<file path="src/rtl/jtframe_cen_pkg.sv">
// ----------------------------------------------------------------------------
// jtframe_cen_pkg
// Shared constants and helpers for the multi-channel fractional clock-enable
// generator (jtframe_multi_cen / jtframe_cen_ch).
//   MAX_CH : largest channel count the configuration port can address
//   CH_W   : width of the configuration channel selector
// ----------------------------------------------------------------------------
package jtframe_cen_pkg;

  localparam int MAX_CH = 8;
  localparam int CH_W   = 3;

  // True when the configuration selector addresses channel k
  function automatic logic ch_match(input logic [CH_W-1:0] ch, input int k);
    return (ch == CH_W'(k));
  endfunction

endpackage

</file>
<file path="src/rtl/jtframe_cen_ch.sv">
// ----------------------------------------------------------------------------
// jtframe_cen_ch
// One fractional clock-enable channel. An accumulator adds n every unpaused
// cycle and wraps modulo m, producing cen at an average rate of f_clk*n/m.
// A shadow n/m pair holds a newly written ratio until the channel reaches a
// cen pulse (or immediately when the channel is silent), so ratio changes
// never cut a period short.
// Ports:
//   clk, rst      : clock, asynchronous active-high reset
//   pause         : freeze accumulator/toggle/apply, suppress pulses
//   we            : write strobe for this channel's shadow ratio
//   wr_n, wr_m    : ratio written into the shadow registers
//   cen           : one-cycle enable at rate n/m
//   cen2          : every second cen (first one after reset/apply included)
//   cenb          : one-cycle enable half-way between cen pulses
//   pend          : a shadow ratio is waiting to be applied
// All outputs come straight from flops.
// ----------------------------------------------------------------------------
module jtframe_cen_ch
  import jtframe_cen_pkg::*;
#(
  parameter int            WC     = 10,
  parameter logic [WC-1:0] INIT_N = {{(WC-1){1'b0}}, 1'b1},
  parameter logic [WC-1:0] INIT_M = {{(WC-3){1'b0}}, 3'b100}
) (
  input  logic          clk,
  input  logic          rst,
  input  logic          pause,
  input  logic          we,
  input  logic [WC-1:0] wr_n,
  input  logic [WC-1:0] wr_m,
  output logic          cen,
  output logic          cen2,
  output logic          cenb,
  output logic          pend
);

  logic [WC-1:0] n_r, m_r, sh_n_r, sh_m_r, acc_r;
  logic          tog_r, pend_r, cen_r, cen2_r, cenb_r;

  logic [WC:0]   sum_s, m_ext_s, half_s;
  logic [WC-1:0] diff_s;
  logic          silent_s, fast_s, hit_s, cenb_s, apply_s;

  logic [WC-1:0] n_d, m_d, sh_n_d, sh_m_d, acc_d;
  logic          tog_d, pend_d, cen_d, cen2_d, cenb_d;

  // Accumulator decision: sum is one bit wider so acc+n never overflows
  always_comb begin
    sum_s    = {1'b0, acc_r} + {1'b0, n_r};
    m_ext_s  = {1'b0, m_r};
    half_s   = m_ext_s >> 1;
    // sum-m is below m whenever it is used, so the low WC bits are exact
    diff_s   = sum_s[WC-1:0] - m_r;
    silent_s = (n_r == {WC{1'b0}}) || (m_r == {WC{1'b0}});
    fast_s   = !silent_s && (n_r >= m_r);
    hit_s    = !silent_s && (sum_s >= m_ext_s);
    cenb_s   = !silent_s && !fast_s && !hit_s &&
               ({1'b0, acc_r} < half_s) && (sum_s >= half_s);
    apply_s  = !pause && pend_r && (hit_s || silent_s);
  end

  // Next-state selection for accumulator, toggle, ratio and pending flag
  always_comb begin
    if (pause) begin
      acc_d = acc_r;
      tog_d = tog_r;
    end else if (apply_s) begin
      acc_d = {WC{1'b0}};
      tog_d = 1'b0;
    end else if (silent_s) begin
      acc_d = acc_r;
      tog_d = tog_r;
    end else if (fast_s) begin
      acc_d = {WC{1'b0}};
      tog_d = ~tog_r;
    end else if (hit_s) begin
      acc_d = diff_s;
      tog_d = ~tog_r;
    end else begin
      acc_d = sum_s[WC-1:0];
      tog_d = tog_r;
    end

    if (apply_s) begin
      n_d = sh_n_r;
      m_d = sh_m_r;
    end else begin
      n_d = n_r;
      m_d = m_r;
    end

    // A write in the same cycle as an apply keeps the new ratio pending
    if (we) begin
      sh_n_d = wr_n;
      sh_m_d = wr_m;
      pend_d = 1'b1;
    end else if (apply_s) begin
      sh_n_d = sh_n_r;
      sh_m_d = sh_m_r;
      pend_d = 1'b0;
    end else begin
      sh_n_d = sh_n_r;
      sh_m_d = sh_m_r;
      pend_d = pend_r;
    end

    // The apply cycle still issues its pulse under the old ratio and toggle
    cen_d  = !pause && hit_s;
    cen2_d = !pause && hit_s && !tog_r;
    cenb_d = !pause && cenb_s;
  end

  // Channel state and output registers
  always_ff @(posedge clk or posedge rst) begin
    if (rst) begin
      n_r    <= INIT_N;
      m_r    <= INIT_M;
      sh_n_r <= INIT_N;
      sh_m_r <= INIT_M;
      acc_r  <= {WC{1'b0}};
      tog_r  <= 1'b0;
      pend_r <= 1'b0;
      cen_r  <= 1'b0;
      cen2_r <= 1'b0;
      cenb_r <= 1'b0;
    end else begin
      n_r    <= n_d;
      m_r    <= m_d;
      sh_n_r <= sh_n_d;
      sh_m_r <= sh_m_d;
      acc_r  <= acc_d;
      tog_r  <= tog_d;
      pend_r <= pend_d;
      cen_r  <= cen_d;
      cen2_r <= cen2_d;
      cenb_r <= cenb_d;
    end
  end

  assign cen  = cen_r;
  assign cen2 = cen2_r;
  assign cenb = cenb_r;
  assign pend = pend_r;

endmodule

</file>
<file path="src/rtl/jtframe_multi_cen.sv">
// ----------------------------------------------------------------------------
// jtframe_multi_cen
// NCH independent fractional clock-enable generators sharing one clock and a
// single configuration write port. Each channel k produces cen at an average
// rate f_clk*n_k/m_k plus half-rate (cen2) and mid-period (cenb) enables.
// Parameters:
//   NCH    : channel count, 1..8
//   WC     : width of n, m and the accumulator (at least 3)
//   INIT_N : packed reset numerators, channel k in [k*WC +: WC]
//   INIT_M : packed reset denominators, same packing
// Ports:
//   clk, rst          : clock, asynchronous active-high reset
//   pause             : hold all channels, no pulses
//   cfg_we/ch/n/m     : write a new ratio to channel cfg_ch (>= NCH ignored)
//   cfg_pend[NCH]     : written ratio awaiting application
//   cen/cen2/cenb[NCH]: registered enable pulses
// Optional feature (macro JTFRAME_MULTI_CEN_CNT_EN):
//   cnt_clr           : synchronous clear of all pulse counters
//   cen_cnt[NCH*16]   : wrapping per-channel cen pulse counters
// ----------------------------------------------------------------------------
module jtframe_multi_cen
  import jtframe_cen_pkg::*;
#(
  parameter int                NCH    = 4,
  parameter int                WC     = 10,
  parameter logic [NCH*WC-1:0] INIT_N = {NCH{{{(WC-1){1'b0}}, 1'b1}}},
  parameter logic [NCH*WC-1:0] INIT_M = {NCH{{{(WC-3){1'b0}}, 3'b100}}}
) (
  input  logic             clk,
  input  logic             rst,
  input  logic             pause,
  input  logic             cfg_we,
  input  logic [CH_W-1:0]  cfg_ch,
  input  logic [WC-1:0]    cfg_n,
  input  logic [WC-1:0]    cfg_m,
  output logic [NCH-1:0]   cfg_pend,
  output logic [NCH-1:0]   cen,
  output logic [NCH-1:0]   cen2,
  output logic [NCH-1:0]   cenb
`ifdef JTFRAME_MULTI_CEN_CNT_EN
  ,
  input  logic             cnt_clr,
  output logic [NCH*16-1:0] cen_cnt
`endif
);

  for (genvar k = 0; k < NCH; k++) begin : g_ch
    logic we_s;

    // Channel selectors beyond NCH-1 never match, so such writes are dropped
    assign we_s = cfg_we && ch_match(cfg_ch, k);

    jtframe_cen_ch #(
      .WC     (WC),
      .INIT_N (INIT_N[k*WC +: WC]),
      .INIT_M (INIT_M[k*WC +: WC])
    ) u_ch (
      .clk   (clk),
      .rst   (rst),
      .pause (pause),
      .we    (we_s),
      .wr_n  (cfg_n),
      .wr_m  (cfg_m),
      .cen   (cen[k]),
      .cen2  (cen2[k]),
      .cenb  (cenb[k]),
      .pend  (cfg_pend[k])
    );

`ifdef JTFRAME_MULTI_CEN_CNT_EN
    logic [15:0] cnt_r;

    // Wrapping count of issued cen pulses for this channel
    always_ff @(posedge clk or posedge rst) begin
      if (rst) begin
        cnt_r <= 16'd0;
      end else if (cnt_clr) begin
        cnt_r <= 16'd0;
      end else if (cen[k]) begin
        cnt_r <= cnt_r + 16'd1;
      end else begin
        cnt_r <= cnt_r;
      end
    end

    assign cen_cnt[k*16 +: 16] = cnt_r;
`else
    // Pulse counters are not built in this configuration
`endif
  end

endmodule

</file>
<file path="config.mk">
export PLATFORM = sky130hd
export DESIGN_NAME = jtframe_multi_cen
export DESIGN_NICKNAME = d
export VERILOG_FILES = /design/src/rtl/jtframe_cen_pkg.sv /design/src/rtl/jtframe_cen_ch.sv /design/src/rtl/jtframe_multi_cen.sv
export SDC_FILE = /design/constraint.sdc
export NUM_CORES = 1
export LEC_CHECK = 0
export ABC_AREA = 1
export BUFFER_PORTS_ARGS = -buffer_cell sky130_fd_sc_hd__buf_2
export CAP_MARGIN = 15
export CORE_MARGIN = 8
export CORE_UTILIZATION = 60
export DETAILED_ROUTE_END_ITERATION = 7
export HOLD_SLACK_MARGIN = 0.02
export PLACE_DENSITY = 0.75
export SLEW_MARGIN = 20
export SYNTH_ARGS = -nofsm -noshare
export SYNTH_HDL_FRONTEND = slang
export SYNTH_SLANG_ARGS = --single-unit
</file>
<file path="constraint.sdc">
create_clock -name clk -period 10.6 [get_ports clk]
set_input_delay 1.06 -clock clk [delete_from_list [all_inputs] [get_ports clk]]
set_output_delay 1.06 -clock clk [all_outputs]
set_load 0.01 [all_outputs]
</file>
# After elaboration in Yosys (flattened, before gate mapping)
# Index checks and enable logic that the tools add are counted.
# classes
add_sub_neg	8
n_lt_le_gt_ge	16
n_eq_ne	7
mux	40
n_bitwise	5
reduce_logical	98
# ops
operator	n
$mux 10	16
$logic_not 10->1	8
$logic_and 1x1->1	48
$add 10x10->11	4
$ge 11x10->1	4
$ge 11x9->1	4
$ge 10x10->1	4
$lt 10x9->1	4
$sub 10x10->10	4
$mux 1	24
$logic_not 1->1	17
$reduce_and 3->1	4
$reduce_bool 3->1	4
$logic_or 1x1->1	8
$ne 2x2->1 const B	4
$reduce_and 2->1	4
$reduce_bool 2->1	4
$eq 3x2->1 const B	2
$not 1->1	5
$eq 3x1->1 const B	1
$logic_not 3->1	1
# word_totals
reg_bits	220
in_bits	27
output_inout_bits	16
wordCells	214

# Logic depth before layout (Yosys ltp)
# Gate-level depths: netlist of run 1.
# depth
ltp_word	10
ltp_mapped	23
mapped_depth_nobuf	22

# Hierarchy
# A second synthesis of run 1 with hierarchy kept.
# hier_totals
hier_cells	2042
area_unflattened_um2	15701.3
# by_module_without_submodules
mod	instances	cells_per_inst	area_each_um2	seq_area_each_um2
jtframe_cen_ch (g_ch[2].u_ch ...)	2	511	3901.2	1381.3
jtframe_cen_ch (g_ch[0].u_ch)	1	505	3955.0	1381.3
jtframe_cen_ch (g_ch[1].u_ch)	1	503	3896.2	1381.3
jtframe_multi_cen	1	12	47.5	0.0

# Least setup slack after synthesis of run 1
# OpenSTA, ideal clock, no wires.
# synth_timing
kind	register to register
startpoint	reg g_ch[1].u_ch.n_r[0]
endpoint	reg g_ch[1].u_ch.m_r[3]
setup_ps	129
t_arrival_ps	3156
required_time_ps	10471
slack_ps	7315
path_stages_with_launch	19
path_buffers	1
period_less_slack_ps	3285
cell_sequence	dfstp_2 ha_1 inv_1 fa_1 o21ai_2 a21oi_2 o21ai_0 xor2_1 ha_1 a21oi_1 o21ai_0 a21o_1 nor2_2 nand3_2 nand2_2 inv_2 buf_2 nand2_1 o21ai_0
# synth_between
elab_chain_cells	6
elab_cells_between_ends	8
classes_between	add/sub: 1; order compare: 1; reduce/logical: 6
# synth_rtl
element	line_no	rtl
start, declared	jtframe_cen_ch.sv:38	logic [WC-1:0] n_r, m_r, sh_n_r, sh_m_r, acc_r;
start signal, assigned	jtframe_cen_ch.sv:128	n_r <= n_d;
parallel branches: the longest is 4 deep, another holds $add 10x10->11	-	
$logic_or 1x1->1 *	jtframe_cen_ch.sv:60	apply_s = !pause && pend_r && (hit_s || silent_s);
$logic_and 1x1->1 *	jtframe_cen_ch.sv:60	
end signal, assigned	jtframe_cen_ch.sv:129	m_r <= m_d;
end, declared	jtframe_cen_ch.sv:38	
# Every way passes the cells marked *.
# A chain may end at the register's enable or synchronous reset.

# Worst setup path in the final report of run 1
# layout_timing
startpoint	reg g_ch[3].u_ch.n_r[0]
endpoint	reg g_ch[3].u_ch.acc_r[0]
# layout_between
elab_chain_cells	8
elab_cells_between_ends	17
classes_between	add/sub: 2; order compare: 2; eq/ne: 1; mux: 4; reduce/logical: 8
# layout_rtl
element	line_no	rtl
start, declared	jtframe_cen_ch.sv:38	
start signal, assigned	jtframe_cen_ch.sv:128	
parallel branches: the longest is 8 deep, another holds $add 10x10->11	-	
end signal, assigned	jtframe_cen_ch.sv:121	acc_r <= {WC{1'b0}};
end, declared	jtframe_cen_ch.sv:38	
# Several ways; the timed one is not identified. The select of a mux whose other input is x is not followed.

==> metrics, run 1 <==
Overflow after GRT 0; share of synthesized registers carrying an async set or reset 1.00; IO buf count 42; setup repair bufs after CTS 0; DRC violation total after the first TritonRoute iteration 1128; r2r endpoint g_ch[3].u_ch.acc_r[0]; Hold Crit Depth 2; H-tree levels 1; Yosys reg bits 220; status complete, no violations; die width 174 um; nets@finish 2103; commonest non-fill, non-tap cell in the layout nand2_1; Worst R2R Start g_ch[3].u_ch.n_r[0]; layout cells sized above 1 0.0843; leak pwr 8.84 nW; Hold Crit Class register to register; Clock transition at path regs 0.06 ns; Worst Setup EP g_ch[3].u_ch.acc_r[0]; Vert. Die Dim 174 um; First-pass DRT Iterations 5; crit end category register; antenna viol nets, final 0; setup TNS 0 ns; crit path DAT 4.45 ns; post-synthesis net count 2088; Core Util, Final 0.657; Placed Area 0.0152 mm^2; Worst-Margin Slew 0.879 ns; crit path from g_ch[3].u_ch.n_r[0]; post-route clock period utilization 0.380; Register Area 0.00553 mm^2; Multi-input gate area 0.00833 mm^2; most frequent cells in the layout 574 x nand2_1, 204 x dfrtp_1, 188 x ha_1; wire per inst 16.5 um; RSZ-0062 raised after global routing false; core box area 0.0244 mm^2; post-CTS resize count 0; GPL Wtd Cong 0.935; TritonCTS clock tree yes; area share of fa/ha/maj cells after synthesis 0.168; DRC viols 0; Starting Density 0.612; FP Rows 57; R2R depth 21; # diodes 0; Clk Latency, worst-skew pair 0.52 ns; CTS buffer count 24; flop-to-flop setup slack 6.57 ns; global-route wire length before repair 61.3 mm; clock skew 0.0161 ns; crit-path max cell delay 0.55 ns; peak supply drop 119 uV; # fillers 2123; GRT Total Usage 0.244; min Tclk post-route 4.03 ns; Synthesis Warnings 0; Gate Count Post-Synth 1865; ys flop type dfrtp_1; Pwr Density 175 mW/mm^2; EDFF count, synth 0; drt total wl 36.7 mm; via-per-instance ratio 5.60; synthesized area 0.0149 mm^2; max cap viols 0; DPL Wire Length 27.7 mm; die area 0.0302 mm^2; complex-gate fraction of the synthesized area 0.139; clk root buf clkbuf_16; crit path cell chain ha_1 > inv_1 > fa_1 > inv_1 > nand3_1 > nand2_2 > a21oi_4 > o21ai_0 > xor2_1 > ha_1 > inv_1 > o21bai_1 > a21oi_1 > o21ai_0 > nor2_2 > nand2_1 > nand2_1 > nand2_1 > o21ai_0 > nand2_1 > o21ai_0; library cells used by synthesis 44; final setup vio count 0; Avg Inst Size Synth 8.01 um^2; Required @ worst endpoint 11.02 ns; final instance area 0.0160 mm^2; Fmax 248 MHz; vias in the first global route 12300; main combinational cell family by area after synthesis simple AND/OR/NAND/NOR gates; Slowest cell on crit path dfstp_2; antenna violations before repair 0; largest net degree at the start of global routing 151; XOR/XNOR Fraction of Synth Area 0.0375; total number of vias 12400; clock sinks 220; Crit Path Max Fanout 20; Fin. Hold Viols 0; critical path class register to register; Area Growth Syn to Fin 7.28%; multiplexer share of the synthesized area 0; Clock Tree Buf Depth 3; Slew headroom 0.414; final count of pins violating max slew 0; Seq/Total Area, Yosys 0.370; simple-gate share of the synthesized area 0.213; Top Ports 43; CP Launch Type register; cts hold-fix bufs 0
-- power by group --
part	leakage, nW	internal [W]	switching (W)
clock network	0.390	0.000503	0.000337
logic	5.79	0.000347	0.000572
registers	2.66	0.000950	0.0000914
total	8.84	0.00180	0.00100
-- cell type report --
cell class	count	area share
clock buffer	35	0.0433
clock inverter	9	0.00633
inverter	182	0.0440
multi-input combinational	1403	0.520
sequential	220	0.345
tap	324	0.0253
timing repair buffer	49	0.0164
-- cells by family (layout without fill, tap and decap cells) --
family	count (synthesis)	after routing
xor+xnor	64	64
fa+ha+maj	196	196
simple gates	778	778
flops	220	220
buf+inv	242	275
compound gates	365	365
-- sequential cells by signal (all words and copies together), names as in the netlist --
register          flops
g_ch.u_ch.acc_r      40
g_ch.u_ch.cen         4
g_ch.u_ch.cenb        4
g_ch.u_ch.m_r        40
g_ch.u_ch.pend        4
g_ch.u_ch.sh_m_r     40
g_ch.u_ch.tog_r       4
g_ch.u_ch.cen2        4
g_ch.u_ch.n_r        40
g_ch.u_ch.sh_n_r     40
-- synthesized netlist by cell type, types with 4 or more instances --
master      n  area [um^2]
inv_4       4         25.0
o21ai_0   153          766
nor2_1     86          323
xnor2_1    25          219
inv_2       6         22.5
inv_1     171          642
o211ai_1    6         45.0
a21oi_2     5         43.8
a21oi_1    92          460
a211oi_1    9         67.6
ha_1      188         2350
xor2_1     39          342
nand3_1    42          210
a21o_1      9         67.6
dfstp_2    16          420
clkbuf_1   21         78.8
fa_1        8          160
a31oi_1     4         25.0
o21a_1      6         45.0
nor4_1     19          119
nand2_1   574         2150
dfrtp_1   204         5100
buf_2      10         50.1
o21ai_1    45          225
nand2_2    11         68.8
o21ai_2    16          140
nand3_2     6         60.1
nor3_1     15         75.1
buf_4      18          135
buf_6      11          124
o21bai_1    4         30.0
nand4_1    18          113
-- worst min path at each step --
stage                                 startpoint                  end
after global placement        g_ch[3].u_ch.tog_r    g_ch[3].u_ch.cen2
final                     g_ch[1].u_ch.sh_n_r[4]  g_ch[1].u_ch.n_r[4]
after detailed placement  g_ch[1].u_ch.sh_n_r[4]  g_ch[1].u_ch.n_r[4]
after global routing      g_ch[0].u_ch.sh_m_r[0]  g_ch[0].u_ch.m_r[0]
after CTS                 g_ch[1].u_ch.sh_n_r[4]  g_ch[1].u_ch.n_r[4]
after floorplan               g_ch[0].u_ch.tog_r    g_ch[0].u_ch.cen2
-- per-layer routing --
layer | share of wire | global-route usage | vias to the layer above | wire length [um]
li1 | - | - | 6205 | -
met3 | 0.050 | 0.0292 | 85 | 1840
met1 | 0.46 | 0.332 | 5800 | 16800
met2 | 0.45 | 0.393 | 357 | 16700
met4 | 0.036 | 0.0898 | 0 | 1320
met5 | 0 | 0 | - | 0
-- stage by stage --
step | cells | total power [W] | hold WS [ns] | setup slack (ns)
floorplan | 1865 | 0.00174 | 0.426 | 3.55
global route | 2222 | 0.00300 | 0.479 | 6.16
global placement | 2178 | 0.00193 | 0.446 | 6.77
CTS | 2222 | 0.00281 | 0.465 | 6.58
finish | 2222 | 0.00280 | 0.464 | 6.57
detailed placement | 2178 | 0.00196 | 0.452 | 6.62
-- critical path, delay by kind of cell, from the launching register on --
family	cells	cell delay [ns]
buffers and inverters	3	0.23
AOI/OAI and AO/OA	7	0.81
DFF	1	0.55
adders and majority gates	3	0.93
xor gates and xnor gates	1	0.30
and+or+nand+nor	7	1.08
No activity file was read; power rests on OpenSTA's default activity.
==> inputs of run 2 (changes only) <==
Settings changed: CORE_UTILIZATION 60 to 58, PLACE_DENSITY 0.75 to 0.76.
Clock period 10.6 ns to 3.43 ns, I/O delays scaled along.
==> run 2 against run 1 <==
  * Combinational power grew to 3.6 times the previous value
  * Via count is 5.1% higher
  * Register-to-register slack lost 6.5 ns
  * Critical path type unchanged
  * Fmax up 20%
  * Power rose to 3.4 times the previous value
  * Wire length is 7.4% higher
  * Hold slack lost 0.28 ns
  * Non-clock buffer count is 90 higher
  * Sequential share of layout area is 2.7 points lower
  * Critical endpoint is now g_ch[2].u_ch.m_r[6]
  * Critical path depth fell by 2
  * Sequential cell count did not move
  * First-iteration DRC count is 1.9% lower
==> metrics, run 2 (synthesis results as in run 1) <==
status complete, no violations; peak supply drop 400 uV (+240%); final setup vio count 0 (unchanged); layout cells sized above 1 0.161 (+0.0767); Area Growth Syn to Fin 16.3%; Crit Path Max Fanout 15 (-25%); Hold Crit Class primary input to register; # fillers 1992 (-6.2%); Clock transition at path regs 0.07 ns (about the same); Register Area 0.00553 mm^2 (unchanged); H-tree levels 1 (unchanged); TritonCTS clock tree yes; leak pwr 9.43 nW (+6.7%); Hold Path Sink g_ch[0].u_ch.sh_m_r[5]; vias in the first global route 12700 (+3.4%); Required @ worst endpoint 3.85 ns (-7.17 ns); Overflow after GRT 0 (unchanged); setup TNS 0 ns (unchanged); commonest non-fill, non-tap cell in the layout nand2_1; CP Launch Type register; Worst R2R Start g_ch[2].u_ch.n_r[0]; Clock Tree Buf Depth 3 (unchanged); min-delay src cfg_m[5]; clock skew 0.0136 ns (-0.00250 ns); post-route clock period utilization 0.983 (+0.602); crit path cell chain ha_2 > inv_1 > fa_2 > inv_2 > a21oi_1 > xnor2_1 > ha_1 > a21oi_2 > o21a_1 > nand2_2 > nand3_2 > nand2_1 > nand2_2 > nand3_4 > nand2_4 > inv_8 > buf_12 > nand2_1 > o21ai_2; via-per-instance ratio 5.63 (+0.47%); core box area 0.0253 mm^2 (+3.5%); DRC viols 0 (unchanged); Multi-input gate area 0.00870 mm^2 (+4.4%); max cap viols 0 (unchanged); crit path DAT 3.79 ns (-0.66 ns); IO buf count 42 (unchanged); most frequent cells in the layout 564 x nand2_1, 204 x dfrtp_1, 178 x ha_1; CTS buffer count 25 (+4.2%); Worst-Margin Slew 0.692 ns (-0.187 ns); nets@finish 2198 (+4.5%); clock sinks 220 (unchanged); Top Ports 43 (unchanged); final count of pins violating max slew 0 (unchanged); Starting Density 0.591 (-0.0209); First-pass DRT Iterations 7 (+2); Core Util, Final 0.688 (+0.0307); Hold Crit Depth 3 (+1); FP Rows 58 (+1.8%); # diodes 0 (unchanged); crit end category register; Clk Latency, worst-skew pair 0.54 ns (+0.02 ns); crit-path max cell delay 0.53 ns (-0.02 ns); min Tclk post-route 3.37 ns (-0.663 ns); Fin. Hold Viols 0 (unchanged); antenna violations before repair 0 (unchanged); GRT Total Usage 0.244 (about the same); Vert. Die Dim 176 um (+1.6%); Fmax 297 MHz (+20%); GPL Wtd Cong 0.939 (+0.40%); antenna viol nets, final 0 (unchanged); Slowest cell on crit path dfstp_2; total number of vias 13100 (+5.1%); DRC violation total after the first TritonRoute iteration 1107 (-1.9%); drt total wl 39.4 mm (+7.4%); r2r endpoint g_ch[2].u_ch.m_r[6]; overall power 0.00948 W (+240%); die width 176 um (+1.6%); clk root buf clkbuf_16; Slew headroom 0.527 (+0.113); largest net degree at the start of global routing 61 (-60%); DPL Wire Length 28.4 mm (+2.4%); critical path class register to register; die area 0.0311 mm^2 (+3.1%); global-route wire length before repair 62.4 mm (+1.8%); R2R depth 19 (-9.5%); wire per inst 16.9 um (+2.7%); Pwr Density 546 mW/mm^2 (+210%); flop-to-flop setup slack 0.06 ns (-6.51 ns)
run 2: cell types whose count changed in the layout (fill, tap and decap cells not counted), moves of 10 or more:
cell / delta
buf_4: +75
o21ai_0: -16
o21ai_1: +12
ha_1: -10
nand2_1: -10
run 2: worst max path at each step:
stage	startpoint	to	slack (ns)	cells after the start
after floorplan	g_ch[1].u_ch.n_r[0]	g_ch[1].u_ch.m_r[3]	0.15	18
after global placement	g_ch[3].u_ch.n_r[0]	g_ch[3].u_ch.n_r[0]	0.01	20
after detailed placement	g_ch[1].u_ch.n_r[0]	g_ch[1].u_ch.n_r[1]	-0.10	17
after CTS	g_ch[0].u_ch.n_r[0]	g_ch[0].u_ch.acc_r[1]	0.004	21
after global routing	g_ch[3].u_ch.n_r[0]	g_ch[3].u_ch.acc_r[7]	-0.07	23
final	g_ch[2].u_ch.n_r[0]	g_ch[2].u_ch.m_r[6]	0.06	19
run 2: layer usage:
| metal | GRT usage | up-vias | part of all wire |
|---|---|---|---|
| li1 | - | 6390 | - |
| met1 | 0.322 | 6243 | 0.44 |
| met2 | 0.408 | 379 | 0.48 |
| met3 | 0.0323 | 67 | 0.056 |
| met4 | 0.0809 | 0 | 0.024 |
| met5 | 0 | - | 0 |
run 2: worst max-delay path: cells and delay by family, from the launching register on:
family	cells	cell delay (ns)
buffers and inverters	4	0.36
XOR/XNOR	1	0.28
AND/OR/NAND/NOR	7	0.67
flip-flops	1	0.53
adder cells (fa/ha/maj)	3	0.97
AO/OA/AOI/OAI	4	0.46
run 2: final cells by class:
type / instances / area share
Timing Repair Buffer: 139 / 0.0603
Clock buffer: 34 / 0.0426
Tap cell: 330 / 0.0238
Timing Repair inverter: 4 / 0.00195
Multi-Input combinational cell: 1403 / 0.501
Sequential cell: 220 / 0.318
Clock inverter: 12 / 0.0103
Inverter: 182 / 0.0420
run 2: repair_timing:
action                     4_1_cts  5_1_grt
hold endpoints to repair        13        0
pin swaps                        4       39
resized for setup               12      105
hold buffers                     1        0
buffers inserted                 2       20
gates cloned                     0        8
setup endpoints to repair       88      137
run 2: per-stage QoR:
step | hold slack [ns] | cell area (um^2) | setup slack (ns) | cells
floorplan | 0.426 | 14900 | 0.145 | 1865
global placement | 0.376 | 15800 | 0.0111 | 2247
detailed placement | 0.386 | 15800 | -0.104 | 2247
CTS | 0.175 | 16700 | 0.00429 | 2296
global route | 0.179 | 17400 | -0.0705 | 2324
finish | 0.180 | 17400 | 0.0597 | 2324
run 2: report_power, final:
part           leakage [nW]  internal (W)  total, W  switching (W)
registers              2.66       0.00294   0.00322       0.000281
clock network         0.445       0.00181   0.00295        0.00114
logic                  6.32       0.00135   0.00331        0.00195
